`src/rtl/cpu_lsu.sv`:
```
// Load/store unit: one data-bus transaction per accepted op over a req/gnt + rvalid bus,
// with byte-lane strobes, store replication, load alignment/extension, flush and timeout.
module cpu_lsu #(
  parameter int unsigned TIMEOUT_CYC = 255,
  parameter int unsigned CNT_W       = 8
) (
  input  logic              clk,
  input  logic              rst_n,
  input  logic              flush_flag,
  input  logic              ls_valid,
  input  logic [3:0]        ls_ctrl,
  input  logic [31:0]       addr,
  input  logic [31:0]       wdata,
  output logic              lsu_busy,
  output logic              done,
  output logic [31:0]       rdata,
  output logic              misalign_err,
  output logic              bus_err,
  output logic              mem_req,
  output logic              mem_we,
  output logic [31:0]       mem_addr,
  output logic [3:0]        mem_wstrb,
  output logic [31:0]       mem_wdata,
  input  logic              mem_gnt,
  input  logic              mem_rvalid,
  input  logic [31:0]       mem_rdata
);

  typedef enum logic [1:0] {S_IDLE, S_REQ, S_RESP, S_DRAIN} state_t;

  localparam bit              TO_EN   = (TIMEOUT_CYC != 0);
  localparam logic [CNT_W-1:0] TO_LAST = TO_EN ? CNT_W'(TIMEOUT_CYC - 1) : '0;

  state_t           state;
  logic [CNT_W-1:0] cnt;
  logic [3:0]       op_ctrl;
  logic [1:0]       op_off;

  logic             aligned;
  logic             timeout;
  logic [3:0]       st_strb;
  logic [31:0]      st_data;
  logic [31:0]      ld_shift;
  logic [31:0]      ld_data;

  always_comb begin
    case (ls_ctrl[1:0])
      2'b00:   aligned = 1'b1;
      2'b01:   aligned = ~addr[0];
      default: aligned = (addr[1:0] == 2'b00);
    endcase
  end

  assign lsu_busy = (state != S_IDLE) | (ls_valid & aligned & ~flush_flag);

  // Once a handshake has been honoured at the limit the count is already past it,
  // so compare with >= and let the counter saturate rather than wrap.
  assign timeout = TO_EN && (cnt >= TO_LAST);

  always_comb begin
    st_strb = 4'b0000;
    st_data = 32'h0;
    if (ls_ctrl[3]) begin
      case (ls_ctrl[1:0])
        2'b00: begin
          st_strb = 4'b0001 << addr[1:0];
          st_data = {4{wdata[7:0]}};
        end
        2'b01: begin
          st_strb = 4'b0011 << addr[1:0];
          st_data = {2{wdata[15:0]}};
        end
        default: begin
          st_strb = 4'b1111;
          st_data = wdata;
        end
      endcase
    end
  end

  assign ld_shift = mem_rdata >> {op_off, 3'b000};

  always_comb begin
    ld_data = 32'h0;
    if (!op_ctrl[3]) begin
      case (op_ctrl[1:0])
        2'b00:   ld_data = op_ctrl[2] ? {24'h0, ld_shift[7:0]}
                                      : {{24{ld_shift[7]}}, ld_shift[7:0]};
        2'b01:   ld_data = op_ctrl[2] ? {16'h0, ld_shift[15:0]}
                                      : {{16{ld_shift[15]}}, ld_shift[15:0]};
        default: ld_data = mem_rdata;
      endcase
    end
  end

  always_ff @(posedge clk or negedge rst_n) begin
    if (!rst_n) begin
      state        <= S_IDLE;
      cnt          <= '0;
      op_ctrl      <= 4'h0;
      op_off       <= 2'b00;
      done         <= 1'b0;
      rdata        <= 32'h0;
      misalign_err <= 1'b0;
      bus_err      <= 1'b0;
      mem_req      <= 1'b0;
      mem_we       <= 1'b0;
      mem_addr     <= 32'h0;
      mem_wstrb    <= 4'h0;
      mem_wdata    <= 32'h0;
    end else begin
      done         <= 1'b0;
      rdata        <= 32'h0;
      misalign_err <= 1'b0;
      bus_err      <= 1'b0;
      if (state != S_IDLE && cnt != '1) cnt <= cnt + 1'b1;

      case (state)
        S_IDLE: begin
          if (ls_valid && !flush_flag) begin
            if (aligned) begin
              op_ctrl   <= ls_ctrl;
              op_off    <= addr[1:0];
              mem_req   <= 1'b1;
              mem_we    <= ls_ctrl[3];
              mem_addr  <= {addr[31:2], 2'b00};
              mem_wstrb <= st_strb;
              mem_wdata <= st_data;
              cnt       <= '0;
              state     <= S_REQ;
            end else begin
              misalign_err <= 1'b1;
            end
          end
        end

        S_REQ: begin
          if (mem_gnt) begin
            mem_req <= 1'b0;
            state   <= flush_flag ? S_DRAIN : S_RESP;
          end else if (flush_flag) begin
            mem_req <= 1'b0;
            state   <= S_IDLE;
          end else if (timeout) begin
            mem_req <= 1'b0;
            bus_err <= 1'b1;
            state   <= S_IDLE;
          end
        end

        S_RESP: begin
          if (mem_rvalid) begin
            if (!flush_flag) begin
              done  <= 1'b1;
              rdata <= ld_data;
            end
            state <= S_IDLE;
          end else if (flush_flag) begin
            state <= S_DRAIN;
          end else if (timeout) begin
            bus_err <= 1'b1;
            state   <= S_IDLE;
          end
        end

        S_DRAIN: begin
          if (mem_rvalid) begin
            state <= S_IDLE;
          end else if (timeout) begin
            bus_err <= 1'b1;
            state   <= S_IDLE;
          end
        end

        default: state <= S_IDLE;
      endcase
    end
  end

endmodule

```
`config.mk`:
```
export PLATFORM = sky130hd
export DESIGN_NAME = cpu_lsu
export DESIGN_NICKNAME = d
export VERILOG_FILES = /design/src/rtl/cpu_lsu.sv
export SDC_FILE = /design/constraint.sdc
export NUM_CORES = 1
export LEC_CHECK = 0
export CAP_MARGIN = 0
export CORE_ASPECT_RATIO = 2
export CORE_MARGIN = 4
export CORE_UTILIZATION = 48
export DETAILED_ROUTE_END_ITERATION = 12
export MAX_ROUTING_LAYER = met4
export PLACE_DENSITY = 0.85
export REMOVE_ABC_BUFFERS = 1
export SYNTH_ARGS = -nofsm -noshare
export SYNTH_HDL_FRONTEND = slang
export SYNTH_SLANG_ARGS = --single-unit
```
`constraint.sdc`:
```
create_clock -name clk -period 4.83 [get_ports clk]
set_input_delay 0.966 -clock clk [delete_from_list [all_inputs] [get_ports clk]]
set_output_delay 0.966 -clock clk [all_outputs]
set_load 0.05 [all_outputs]
```
* Word-level counts from Yosys, hierarchy flattened
Cells that the tools add are included.
Storage, ports and cells: register bits after elaboration 119, memories 0, output and inout port bits 106, bits in writable memories 0, latch bits 0, memory bits (read-only) 0
Cells by class: bitwise operators 5, multipliers 0, order comparisons 1, multiplexer cells 44, reductions and logical operators 12, $add $sub $neg 1, shift operators 3, div/mod/pow operators 0, equal/unequal tests 9
Operator list (number):
- 2-to-1 mux 32 bit | 7
- one-hot mux 32 bit (2 select lines) | 2
- 2-to-1 mux 8 bit | 4
- right shift 32 x 5 -> 16 bit | 1
- 2-to-1 mux 1 bit | 17
- 2-to-1 mux 2 bit | 8
- adder 8 x 1 -> 8 bit, second input constant | 1
- >= comparator 8 bit, second input constant | 1
- logical NOT 2 bit | 4
- inequality test 8 bit, second input constant | 1
- one-hot mux 2 bit (4 select lines) | 1
- one-hot mux 4 bit (2 select lines) | 1
- equality test 2 x 1 -> 1 bit, second input constant | 3
- equality test 2 bit, second input constant | 2
- 2-to-1 mux 4 bit | 1
- inequality test 2 bit, second input constant | 2
- inequality test 4 bit, second input constant | 1
- one-hot mux 1 bit (2 select lines) | 2
- AND reduction 4 bit | 1
- nonzero test 2 bit | 2
- << shifter 1 x 2 -> 4 bit, first input constant | 1
- << shifter 2 x 2 -> 4 bit, first input constant | 1
- one-hot mux 1 bit (3 select lines) | 1
- AND reduction 3 bit | 1
- other kinds (6) | 9

* Logic depth before layout (Yosys ltp)
depth after elaboration 7, depth in mapped cells 8, depth with buffers taken out 5

* Least setup slack after synthesis
No wires, ideal clock.
path kind input-to-output, start point in ls_ctrl[1], end point out lsu_busy, stages on the path 4, required time 3.864 ns, slack 1.916 ns, arrival time 1.948 ns, path through nor2_2 -> or2_2 -> nand3b_1 -> nand2_1
On the way: word-level cells in the longest chain between the ends 5, elaborated cells between the ends (all ways) 6, classes of those cells eq/ne: 1; mux: 1; bitwise: 3; reduce/logical: 1
Ends and longest elaborated chain:
- from (decl) | RTL line 11 | input logic [3:0] ls_ctrl,
- equality test 2 x 1 -> 1 bit or logical NOT 2 bit (tied branches) | RTL line 47 | case (ls_ctrl[1:0])
- one-hot mux 1 bit (2 select lines) * | RTL line 47
- bitwise AND 1 bit * (2 in a row) | RTL line 54 | assign lsu_busy = (state != S_IDLE) | (ls_valid & aligned & ~flush_flag);
- bitwise OR 1 bit * | RTL line 54
- to (decl) | RTL line 14 | output logic lsu_busy,
Every way passes the cells marked *; elsewhere a longest branch is shown, timed or not.

* Worst setup path in the final report
Ends and elaborated chain as after synthesis.

==> flow_metrics.tcl <==
set metrics [dict create \
    status "completed" \
    post_cts_resized 0 \
    drt_iter0_drc 213 \
    row_count 55 \
    syn_to_final_growth_pct 49.1 \
    grt_max_degree 43 \
    period_minus_slack_ns 3.43 \
    die_h_um 161 \
    ys_ff_latch 118 \
    post-cts-setup-buffers 0 \
    cts_tree "done" \
    power_density_nw_per_um2 684 \
    final_max_slew_viol_count 0 \
    criticalPathCategory "primary input to primary output" \
    antenna_left 0 \
    dp_hpwl_um 12500 \
    numCtsBuffers 17 \
    cts_root_buffer "clkbuf_16" \
    synth_cell_types 42 \
    finalNetCount 811 \
    antenna_found_initial 0 \
    syn_avg_cell_area_um2 11.1 \
    finalHoldViolCount 0 \
    crit_fanout 3 \
    io-pin-count 212 \
    cp.arrival_ns 2.47 \
    synthXorXnorAreaFrac_pct 0.784 \
    die-area_um2 13500 \
    synth_fa_ha_area_share_pct 0.448 \
    cts_buffer_depth 2 \
    clkTransAtPathRegs_ns 0.05 \
    grt-ovfl-total 0 \
    fmax_ghz 0.291 \
    seqCellArea_um2 2950 \
    synth.area.top_cells "dfrtp_1 53%, mux2_4 9.7%, nand2_1 5.8%" \
    yosysWarnings 0 \
    synth.most_common_cell "dfrtp_1" \
    finalCritPeriodShare_pct 71.1 \
    hold-worst-slack_ns 0.476 \
    setup_viol 0 \
    tightest_slew_ns 1.25 \
    rsz0062_at_grt "false" \
    fin_skew_ns 0.00697 \
    postSynthCellCount 503 \
    viasPerCell 5.54 \
    synth_common_cells "118 x dfrtp_1, 87 x nand2_1, 54 x o21ai_0" \
    first_global_vias 5051 \
    synth-compound-area-share_pct 14.7 \
    multi_input_area_um2 2420 \
    diodes 0 \
    start_util_pct 49.2 \
    globalplace.congestion 0.904 \
    core_um2 11400 \
    ir_drop_uv 501 \
    grt.total_usage_pct 26.1 \
    first_pass_iters 5 \
    final_util_pct 73.4 \
    h-tree-depth 4 \
    wire_per_inst_um 19.8 \
    synth.mux.area_fraction_pct 16.3 \
    yosys.area.top_type "dfrtp_1" \
    yosys.area_share.simple_pct 10.9 \
    start_kind "primary input" \
    drive_gt1_share_pct 15.2 \
    drt-total-wl_um 17000 \
    cts_sinks 118 \
    endpoint_kind "primary output" \
    drc 0 \
    yosysSeqAreaShare_pct 52.9 \
    tns_ns 0 \
    nFillCells 784 \
    slew_headroom_pct 16.3 \
    synth_ff_type "dfrtp_1" \
    async_flop_share_pct 100 \
    synth_top_family_by_area "multiplexers" \
    io_buffers 209 \
    ctsHoldBuffers 0 \
    vias 4756 \
    netlist.area_leader.share_pct 52.9 \
    synth-edff-count 0 \
    crit_required_ns 3.86 \
    leakage_nw 3.68 \
    cap_violations 0 \
    synth_area_um2 5590 \
    grt_pass1_wl_um 26600 \
    hp-class "flip-flop to flip-flop" \
    clk_latency_ns 0.41 \
    chipWidth_um 84.3 \
]
[stage by stage]
| stage | std cells | power (mW) | area (µm²) | worst slack, ns |
|---|---|---|---|---|
| 2_1_floorplan | 466 | 3.40 | 5390 | 1.61 |
| 3_5_place_dp | 826 | 4.46 | 7740 | 1.41 |
| 6_report | 858 | 5.70 | 8330 | 1.40 |
| 3_3_place_gp | 826 | 4.38 | 7740 | 1.42 |
| 5_1_grt | 858 | 5.94 | 8330 | 1.35 |
| 4_1_cts | 858 | 5.72 | 8330 | 1.40 |
[final cells by class]
cell class / count / share of cell area, %
flip-flops and latches: 118 / 35.4
multi-input cells: 344 / 29.0
repair buffers: 218 / 26.2
clock buffers: 20 / 5.60
well taps: 142 / 2.13
clock inverters: 12 / 1.43
inverters: 4 / 0.180
[where the power goes]
| group | switching [mW] | internal (mW) | leakage [nW] |
|---|---|---|---|
| sequential | 0.325 | 1.35 | 1.53 |
| combinational | 1.75 | 1.04 | 1.87 |
| clock | 0.476 | 0.754 | 0.268 |
| total | 2.56 | 3.14 | 3.68 |
[metal layers]
layer	vias to the layer above	GRT usage [%]	wire, µm
li1	2164	-	-
met2	227	45.7	9240
met5	-	-	0
met3	64	5.80	1060
met4	0	15.6	912
met1	2301	26.0	5740
[worst max-delay path, cell delays in order]
cell             delay [ns]
clkdlybuf4s50_1        0.61
a21oi_1                0.18
or2_2                  0.34
nand3b_1               0.12
nand2_1                0.10
buf_12                 0.17
[logic make-up (layout without fill, tap and decap cells)]
| family | Yosys count | in the layout |
|---|---|---|
| xor+xnor | 5 | 5 |
| buf+inv | 42 | 254 |
| fa+ha+maj | 2 | 2 |
| mux | 71 | 71 |
| simple gates | 139 | 139 |
| other cells | 1 | 2 |
| compound gates | 125 | 125 |
| flops | 118 | 118 |
[flip-flops by register name, indices dropped and copies added (netlist names)]
register,count
cnt,8
op_ctrl,3
bus_err,1
rdata,32
mem_addr,30
done,1
op_off,2
mem_wstrb,4
mem_wdata,32
misalign_err,1
mem_we,1
mem_req,1
state,2
[worst paths after layout]
path	startpoint	endpoint	slack, ns	cells past startpoint
setup / recovery	ls_ctrl[1]	lsu_busy	1.40	6
hold / removal	mem_wdata[1]$_DFFE_PN0P_	mem_wdata[1]$_DFFE_PN0P_	0.48	2
setup reg to reg	op_off[1]$_DFFE_PN0P_	rdata[20]$_DFF_PN0_	2.14	4
hold reg to reg	mem_wdata[1]$_DFFE_PN0P_	mem_wdata[1]$_DFFE_PN0P_	0.48	2
max in group asynchronous	rst_n	rdata[5]$_DFF_PN0_	3.35	2
min in group asynchronous	rst_n	mem_addr[2]$_DFFE_PN0P_	0.55	1
[layout by cell type, fill, tap and decap left out, drive strengths merged, types with 18 or more instances in the layout]
cell	count
dfrtp	118
nor2	23
o2bb2ai	23
clkdlybuf4s50	207
a21oi	20
nand2	87
o21ai	54
mux2	53
mux2i	18
clkbuf	20
(Power assumes the default switching activity.)
